`src/rtl/imem_boot_loader.sv`:
```
// Boot loader: receives a length-prefixed, XOR-checksummed byte stream and writes it to
// instruction memory as big-endian 32-bit words, holding the core in reset until the image verifies.
module imem_boot_loader #(
    parameter int unsigned MAX_WORDS = 256,
    parameter int unsigned ADDR_W    = 32
) (
    input  logic              clk,
    input  logic              reset,
    input  logic [7:0]        in_data,
    input  logic              in_valid,
    output logic              in_ready,
    input  logic              restart,
    output logic              imem_we,
    output logic [ADDR_W-1:0] imem_addr,
    output logic [31:0]       imem_wdata,
    output logic              cpu_hold,
    output logic              done,
    output logic              error,
    output logic [15:0]       words_loaded
);

    typedef enum logic [2:0] {
        S_LEN_HI,
        S_LEN_LO,
        S_DATA,
        S_CHECK,
        S_DONE,
        S_ERROR
    } state_t;

    state_t      state;
    state_t      stateNext;

    logic [7:0]  lenHi;
    logic [15:0] wordCount;
    logic [15:0] wordIndex;
    logic [1:0]  byteCnt;
    logic [23:0] shiftReg;
    logic [7:0]  xorAcc;

    logic        accept;
    logic        wordDone;
    logic        lastWord;
    logic        lenTooBig;
    logic        lenZero;
    logic        chkMatch;
    logic        rearm;

    always_comb begin
        in_ready  = (state == S_LEN_HI) || (state == S_LEN_LO) ||
                    (state == S_DATA)   || (state == S_CHECK);
        accept    = in_ready && in_valid;
        wordDone  = accept && (state == S_DATA) && (byteCnt == 2'd3);
        lastWord  = (wordIndex + 16'd1) == wordCount;
        lenTooBig = 32'({lenHi, in_data}) > MAX_WORDS;
        lenZero   = {lenHi, in_data} == 16'd0;
        chkMatch  = in_data == xorAcc;
        rearm     = restart && ((state == S_DONE) || (state == S_ERROR));

        stateNext = state;
        case (state)
            S_LEN_HI: if (accept) stateNext = S_LEN_LO;
            S_LEN_LO: begin
                if (accept) begin
                    if (lenTooBig)    stateNext = S_ERROR;
                    else if (lenZero) stateNext = S_CHECK;
                    else              stateNext = S_DATA;
                end
            end
            S_DATA:   if (wordDone && lastWord) stateNext = S_CHECK;
            S_CHECK:  if (accept) stateNext = chkMatch ? S_DONE : S_ERROR;
            S_DONE,
            S_ERROR:  if (restart) stateNext = S_LEN_HI;
            default:  stateNext = S_LEN_HI;
        endcase
    end

    always_ff @(posedge clk) begin
        if (!reset) state <= S_LEN_HI;
        else        state <= stateNext;
    end

    always_ff @(posedge clk) begin
        if (!reset) begin
            lenHi        <= '0;
            wordCount    <= '0;
            wordIndex    <= '0;
            byteCnt      <= '0;
            shiftReg     <= '0;
            xorAcc       <= '0;
            imem_we      <= 1'b0;
            imem_addr    <= '0;
            imem_wdata   <= '0;
            cpu_hold     <= 1'b1;
            done         <= 1'b0;
            error        <= 1'b0;
            words_loaded <= '0;
        end else begin
            imem_we <= 1'b0;

            if (rearm) begin
                wordCount    <= '0;
                wordIndex    <= '0;
                byteCnt      <= '0;
                shiftReg     <= '0;
                xorAcc       <= '0;
                cpu_hold     <= 1'b1;
                done         <= 1'b0;
                error        <= 1'b0;
                words_loaded <= '0;
            end

            if (accept) begin
                case (state)
                    S_LEN_HI: lenHi <= in_data;
                    S_LEN_LO: begin
                        wordCount <= {lenHi, in_data};
                        if (lenTooBig) error <= 1'b1;
                    end
                    S_DATA: begin
                        shiftReg <= {shiftReg[15:0], in_data};
                        xorAcc   <= xorAcc ^ in_data;
                        byteCnt  <= byteCnt + 2'd1;
                        // Write strobe is registered: the word appears the cycle after its last byte.
                        if (byteCnt == 2'd3) begin
                            imem_we      <= 1'b1;
                            imem_wdata   <= {shiftReg, in_data};
                            imem_addr    <= ADDR_W'({wordIndex, 2'b00});
                            wordIndex    <= wordIndex + 16'd1;
                            words_loaded <= words_loaded + 16'd1;
                        end
                    end
                    S_CHECK: begin
                        if (chkMatch) begin
                            done     <= 1'b1;
                            cpu_hold <= 1'b0;
                        end else begin
                            error <= 1'b1;
                        end
                    end
                    default: ;
                endcase
            end
        end
    end

endmodule

```
`config.mk`:
```
export PLATFORM = sky130hd
export DESIGN_NAME = imem_boot_loader
export DESIGN_NICKNAME = d
export VERILOG_FILES = /design/src/rtl/imem_boot_loader.sv
export SDC_FILE = /design/constraint.sdc
export NUM_CORES = 1
export LEC_CHECK = 0
export BUFFER_PORTS_ARGS = -buffer_cell sky130_fd_sc_hd__buf_4
export CAP_MARGIN = 15
export CORE_AREA = 3 3 124 126
export CTS_BUF_LIST = sky130_fd_sc_hd__clkbuf_16
export DETAILED_ROUTE_END_ITERATION = 6
export DIE_AREA = 0 0 127 129
export GPL_TIMING_DRIVEN = 0
export HOLD_SLACK_MARGIN = 0.03
export PLACE_DENSITY = 0.71
export SLEW_MARGIN = 20
export SYNTH_ARGS = -nofsm -noshare
export SYNTH_HDL_FRONTEND = slang
export SYNTH_SLANG_ARGS = --single-unit
```
`constraint.sdc`:
```
create_clock -name clk -period 3.4 [get_ports clk]
set_input_delay 0.68 -clock clk [delete_from_list [all_inputs] [get_ports clk]]
set_output_delay 0.68 -clock clk [all_outputs]
set_load 0.02 [all_outputs]
```
* After elaboration in Yosys (flattened, before gate mapping)
Cells that the tools add are included.
** Operators by class
- Add/subtract/negate cells :: 3
- Order comparisons :: 1
- Equality and inequality tests :: 13
- Mux-type cells :: 43
- Bitwise logic cells :: 1
- Reduce and logical (&&, ||, !) cells :: 16
** Operator list (number)
- $mux W16 :: 11
- $mux W24 :: 3
- $add A16 B1 Y16 const B :: 2
- $mux W8 :: 3
- $mux W3 :: 6
- $eq A16 B16 Y1 :: 1
- $gt A16 B9 Y1 const B :: 1
- $logic_not A16 Y1 :: 1
- $mux W1 :: 15
- $pmux W3 S5 :: 1
- $eq A8 B8 Y1 :: 1
- $ne A2 B2 Y1 const B :: 4
- $xor A8 B8 Y8 :: 1
- $eq A3 B2 Y1 const B :: 2
- $eq A3 B3 Y1 const B :: 2
- $mux W2 :: 3
- $reduce_and A3 Y1 :: 2
- $logic_and A1 B1 Y1 :: 5
- $reduce_and A5 Y1 :: 1
- $logic_or A1 B1 Y1 :: 4
- $eq A3 B1 Y1 const B :: 1
- $logic_not A3 Y1 :: 1
- $add A2 B1 Y2 const B :: 1
- $eq A2 B2 Y1 const B :: 1
- other kinds (4) :: 4
** Storage, ports and cells
- Register bits after elaboration :: 145
- Input port bits :: 12
- Output and inout bits :: 85
- Word-level logic and storage cells :: 91

* Depth between registers and ports, before layout
Gate-level depths: netlist of the first run.
- Depth in word-level cells :: 10
- Depth in mapped cells :: 10
- Depth with buffers taken out :: 8

* Worst setup path after synthesis of the first run
OpenSTA, ideal clock, no wires.
- Path type :: flip-flop to flip-flop
- Start point :: register wordIndex[0]
- End point :: register state[0]
- Setup time :: 0.122 ns
- Arrival time :: 2.174 ns
- Required time :: 3.278 ns
- Setup slack :: 1.104 ns
- Cell stages (with the launch flop) :: 10
- Path buffers :: 1
- Clock period less this slack :: 2.296 ns
- Cell sequence :: dfxtp_1 > ha_1 > and4_4 > buf_6 > nand3_4 > xnor2_1 > or4_1 > nor4_2 > a21oi_1 > mux2i_1
** Between the ends
- Longest elaborated chain between the ends :: 5
** Ends and longest elaborated chain
- from (decl) :: RTL line 36 : logic [15:0] wordIndex;
- from (signal assigned) :: RTL line 129 : wordIndex <= wordIndex + 16'd1;
- $add A16 B1 Y16 :: RTL line 54 : lastWord = (wordIndex + 16'd1) == wordCount;
- $eq A16 B16 Y1 :: RTL line 54
- $logic_and A1 B1 Y1 :: RTL line 70 : S_DATA: if (wordDone && lastWord) stateNext = S_CHECK;
- $ne A2 B1 Y1 (no line)
- $reduce_and A5 Y1 (no line)
- to (signal assigned) :: RTL line 80 : else state <= stateNext;
- to (decl) :: RTL line 31 : state_t state;
No other way between the ends.
A chain may end at the register's enable or synchronous reset.

* Worst setup path after layout of the first run
Same ends and word-level chain as after synthesis.

==> results of run 1 <==
## kinds of logic after synthesis
family / synth area share, %
AO/OA/AOI/OAI: 16.6
XOR/XNOR: 4.39
adder cells (fa/ha/maj): 0.587
buffers and inverters: 6.64
flip-flops: 45.4
multiplexers: 0.157
other: 0.0587
AND/OR/NAND/NOR: 26.2
## cell usage after synthesis, drive strengths merged (2+ instances only)
library cell and n:
o211ai 4, xnor2 22, a22oi 3, and2 4
or2 5, a21boi 2, or3 8, and4 3
o21a 8, nor4 9, dfxtp 145, inv 3
a31oi 5, buf 32, nor3 8, nand2b 2
ha 3, nor2 53, o21ai 30, clkbuf 49
xor2 10, nand3 64, a21oi 140, nand4 8
nand2 191, and3 6
## path summary, 6_finish.rpt
| kind | start | to | slack, ps | cells past startpoint |
|---|---|---|---|---|
| worst max-delay path | wordIndex[0]$_SDFF_PN0_ | state[0]$_SDFFE_PN0P_ | 680 | 9 |
| worst min-delay path | shiftReg[21]$_SDFF_PN0_ | imem_wdata[29]$_SDFFE_PN0P_ | 450 | 2 |
| worst max register to register | wordIndex[0]$_SDFF_PN0_ | state[0]$_SDFFE_PN0P_ | 680 | 9 |
| worst min register to register | shiftReg[21]$_SDFF_PN0_ | imem_wdata[29]$_SDFFE_PN0P_ | 450 | 2 |
## per-layer routing
| metal | share of wire, % | routed length (microns) | vias up | global-route usage (%) |
|---|---|---|---|---|
| met3 | 7.8 | 1360 | 21 | 4.44 |
| met2 | 44 | 7650 | 224 | 32.6 |
| li1 | - | - | 3009 | - |
| met4 | 1.4 | 240 | 0 | 5.93 |
| met1 | 47 | 8060 | 2814 | 28.8 |
| met5 | 0 | 0 | - | 0 |
## metrics by stage
| step | utilization [%] | instances | instance area, sq um | total power (W) |
|---|---|---|---|---|
| after floorplan | - | 847 | 6450 | 0.00197 |
| after global placement | 49.9 | 1101 | 7200 | 0.00204 |
| after detailed placement | 49.9 | 1101 | 7200 | 0.00205 |
| after CTS | 53.4 | 1133 | 7710 | 0.00365 |
| after global routing | 53.4 | 1133 | 7710 | 0.00375 |
| final | 53.4 | 1133 | 7710 | 0.00363 |
## power breakdown
group          leakage (nW)  internal, W  switching (W)
registers              1.17      0.00173      0.0000239
logic                  1.41    0.0000812       0.000186
clock network         0.247     0.000907       0.000711
## worst max-delay path, cell delays in order (launching register included)
cell     delay (ps)
dfxtp_1         510
ha_1            340
and4_4          250
buf_6           140
nand3_4          90
xnor2_1         130
or4_1           560
nor4_2          300
a21oi_1         150
mux2i_1         140
## flip-flops by register name, summed over array words and instances (netlist names)
register	cells
imem_wdata	32
shiftReg	24
imem_addr	16
wordCount	16
wordIndex	16
words_loaded	16
lenHi	8
xorAcc	8
state	3
byteCnt	2
cpu_hold	1
done	1
error	1
imem_we	1
## cell type report
class	instances	area, sq um
fill	1415	6720
multi-input combinational	618	3120
sequential	145	2900
timing repair buffer	70	526
clock buffer	17	425
buffer	81	413
tap	184	230
clock inverter	15	78.8
inverter	3	11.3
==> results.ini, run 1 <==
[status]
status = completed

[synth]
synth_seq_cells = 145
synthTopCellsByArea = dfxtp_1 (45%), nand2_1 (11%), a21oi_1 (11%), nand3_1 (4.9%), nor2_1 (3.1%)
ys.flop_type = dfxtp_1
yosysTopAreaCell = dfxtp_1
ys_types = 54
seq_area_frac_synth_pct = 45.4
syn_avg_cell_area_sq_um = 7.68
ys_warn_count = 0
async_flop_share_pct = 0
syn_area_sq_mm = 0.00639
synth_cells = 832
synth_top_area_share_pct = 45.4
synth_edf_count = 0

[die]
io_pins = 97
die-area_sq_mm = 0.0164
fp.dieW_microns = 127
num_rows = 44
core_area_sq_mm = 0.0144
initial_core_util_pct = 44.3
die_y_microns = 129

[global_route]
grt.total_usage_pct = 20.7
grt_pass1_vias = 5309
grt_pass1_wl_microns = 27100
grt_max_degree = 17
grt_overflow = 0
antenna_found_initial = 0

[setup_path]
crit_required_ps = 3700
critPathKind = flip-flop to flip-flop
cp-end-kind = flip-flop
cp_max_fo = 8
worstPathArrival_ps = 3020
cp-start-kind = flip-flop

[sta]
timing.final.ws_setup_ps = 679
finalCriticalPeriod_ps = 2720
setup_violations = 0
setup-tns-final_ps = 0
fin_crit_sh_pct = 80.0
worstMarginPinSlew_ps = 862
clock_skew_ps = 7.85
slew_headroom_pct = 42.3
timing.hold.ws_ps = 452
max_freq_ghz = 0.368
grt_setup_unrepaired = false
drv_slew = 0
hold_viol = 0

[clocking]
path_clk_slew_ps = 60
cts_setup_buffers = 0
clk_latency_ps = 420
cts_buffer_depth = 2
htreeDepth = 4
cts_resized = 0
postCtsHoldBufs = 0
cts_tree = built
cts_buffers = 17
clockRootBuffer = clkbuf_16
cts.sinks = 145

[route]
routedWlPerCell_microns = 15.3
drt_pass1_iterations = 5
antenna_left = 0
first_iter_violations = 533
vias_per_cell = 5.36
drc = 0
totalWireLength_microns = 17300
vias = 6068

[placement]
hpwl_microns = 12100
gp_congestion = 0.886
dp_slack_ps = 579
io_buffers = 70

[layout]
mostFrequentLayoutCell = nand2_1
syn2layout_area_growth_pct = 20.6
final_layout_size_suffix_gt1_share_pct = 14.6
fin_nets = 951
final_cell_mix = nand2_1 (191), dfxtp_1 (145), a21oi_1 (140), buf_4 (91), nand3_1 (63)
diodes = 0

[power_and_ir_drop]
vdd_drop_max_v = 0.000445
power.density_mw_per_mm2 = 472
p_leak_nw = 2.83

[flow_run]
maxCapViolCount = 0

[worst_hold_path]
hp-class = flip-flop to flip-flop

Note: power is estimated with default switching activity, not from simulation.
==> run 2, diff against run 1 <==
PLACE_DENSITY = 0.74   (was 0.71)
clock period = 2.4 ns   (was 3.4 ns; I/O delays follow)
==> results.ini, run 2 (synthesis gave the netlist of run 1 again) <==
[status]
status = completed  ; unchanged

[sta]
drv_slew = 0  ; unchanged
hold_viol = 0  ; unchanged
setup_violations = 0  ; unchanged
slew_headroom_pct = 54.3  ; was 42.3%
finalCriticalPeriod_ps = 2300  ; was 2720 ps
setup-tns-final_ps = 0  ; unchanged
worstMarginPinSlew_ps = 685  ; was 862 ps
max_freq_ghz = 0.434  ; was 0.368 GHz
fin_crit_sh_pct = 95.9  ; was 80.0%
clock_skew_ps = 6.78  ; was 7.85 ps
timing.final.ws_setup_ps = 98.4  ; was 679 ps

[die]
initial_core_util_pct = 44.3  ; unchanged
die-area_sq_mm = 0.0164  ; unchanged
io_pins = 97  ; unchanged
core_area_sq_mm = 0.0144  ; unchanged
die_y_microns = 129  ; unchanged
num_rows = 44  ; unchanged
fp.dieW_microns = 127  ; unchanged

[clocking]
htreeDepth = 4  ; unchanged
clk_latency_ps = 420  ; about the same
cts_buffer_depth = 2  ; unchanged
cts_buffers = 17  ; unchanged
clockRootBuffer = clkbuf_16  ; unchanged
path_clk_slew_ps = 60  ; about the same
cts.sinks = 145  ; unchanged
cts_tree = built  ; unchanged
postCtsHoldBufs = 0  ; unchanged

[global_route]
grt_pass1_wl_microns = 28000  ; was 27,100 microns
grt_max_degree = 17  ; unchanged
grt_pass1_vias = 5552  ; was 5,309
antenna_found_initial = 0  ; unchanged
grt_overflow = 0  ; unchanged
grt.total_usage_pct = 21.3  ; was 20.7%

[placement]
gp_congestion = 0.897  ; was 0.886
hpwl_microns = 12100  ; about the same
placed_cells = 1101  ; unchanged
io_buffers = 70  ; unchanged
dpl_cell_area_sq_mm = 0.00720  ; unchanged
dp_slack_ps = -240  ; was 579 ps

[power_and_ir_drop]
vdd_drop_max_v = 0.000529  ; was 0.000445 V
power.density_mw_per_mm2 = 679  ; was 472 mW/mm^2
finalPower_w = 0.00530  ; was 0.00363 W
p_leak_nw = 2.90  ; was 2.83 nW

[worst_hold_path]
hp-class = flip-flop to flip-flop  ; unchanged
holdPathStages = 2  ; unchanged

[route]
first_iter_violations = 558  ; was 533
totalWireLength_microns = 17500  ; was 17,300 microns
drc = 0  ; unchanged
routedWlPerCell_microns = 15.4  ; was 15.3 microns
drt_pass1_iterations = 5  ; unchanged
antenna_left = 0  ; unchanged
vias = 6123  ; was 6,068
vias_per_cell = 5.40  ; was 5.36

[setup_path]
cp-start-kind = flip-flop  ; unchanged
r2r_cells = 8  ; was 9
cp_max_fo = 8  ; unchanged
crit_required_ps = 2710  ; was 3700 ps
critPathKind = flip-flop to flip-flop  ; unchanged
cp-end-kind = flip-flop  ; unchanged
worstPathArrival_ps = 2610  ; was 3020 ps

[layout]
largest_reg_flops = 32  ; unchanged
fin_area_sq_mm = 0.00781  ; was 0.00771 sq mm
mostFrequentLayoutCell = nand2_1  ; unchanged
final_cells = 1134  ; was 1,133
final_layout_size_suffix_gt1_share_pct = 15.4  ; was 14.6%
final_cell_mix = nand2_1 (191), dfxtp_1 (143), a21oi_1 (139), buf_4 (96), nand3_1 (63)  ; was nand2_1 (191), dfxtp_1 (145), a21oi_1 (140), buf_4 (91), nand3_1 (63)
diodes = 0  ; unchanged
syn2layout_area_growth_pct = 22.2  ; was 20.6%
reg_top3 = imem_wdata (32), shiftReg (24)  ; unchanged
top_register = imem_wdata  ; unchanged
fin_nets = 953  ; was 951

[flow_run]
maxCapViolCount = 0  ; unchanged

==> run 2: per-stage QoR <==
step	hold slack [ps]	utilization, %
6_report	452	54.1
5_1_grt	473	54.1
3_3_place_gp	439	49.9
2_1_floorplan	432	-
4_1_cts	453	53.8
3_5_place_dp	443	49.9
==> run 2: critical path: stages (launching register included) <==
cell,delay (ps)
dfxtp_4,390
ha_4,170
and4_4,320
nand3_4,100
xnor2_1,140
or4_4,550
nor4_4,290
a21oi_2,100
mux2i_1,120
==> run 2: repair_timing <==
action	CTS	global route
setup endpoints to repair	5	44
buffers inserted	0	5
gates resized for setup	5	9
pin swaps	1	1
==> run 2: layout make-up <==
class | instances | area (sq um)
Buffer | 78 | 398
Clock buffer | 17 | 425
Clock inverter | 14 | 113
Fill cell | 1401 | 6620
Inverter | 3 | 11.3
Multi-Input combinational cell | 618 | 3160
Sequential cell | 145 | 2910
Tap cell | 184 | 230
Timing Repair Buffer | 75 | 563
==> run 2: final timing paths <==
check	from	endpoint	slack, ps
min	imem_wdata[23]$_SDFFE_PN0P_	imem_wdata[23]$_SDFFE_PN0P_	450
max	wordIndex[0]$_SDFF_PN0_	state[0]$_SDFFE_PN0P_	100
min reg2reg	imem_wdata[23]$_SDFFE_PN0P_	imem_wdata[23]$_SDFFE_PN0P_	450
max reg2reg	wordIndex[0]$_SDFF_PN0_	state[0]$_SDFFE_PN0P_	100
==> run 2: routing by layer <==
metal,vias to the layer above,routed length (microns),track usage [%]
met2,247,7900,33.5
met1,2843,7900,29.5
met3,20,1460,5.31
met5,-,0,0
li1,3013,-,-
met4,0,216,5.55
==> run 2: power breakdown <==
group          switching [W]  leakage, nW  total (W)  internal (W)
clock network       0.000960        0.290    0.00244       0.00148
logic               0.000258         1.44   0.000374      0.000117
registers          0.0000377         1.17    0.00248       0.00244
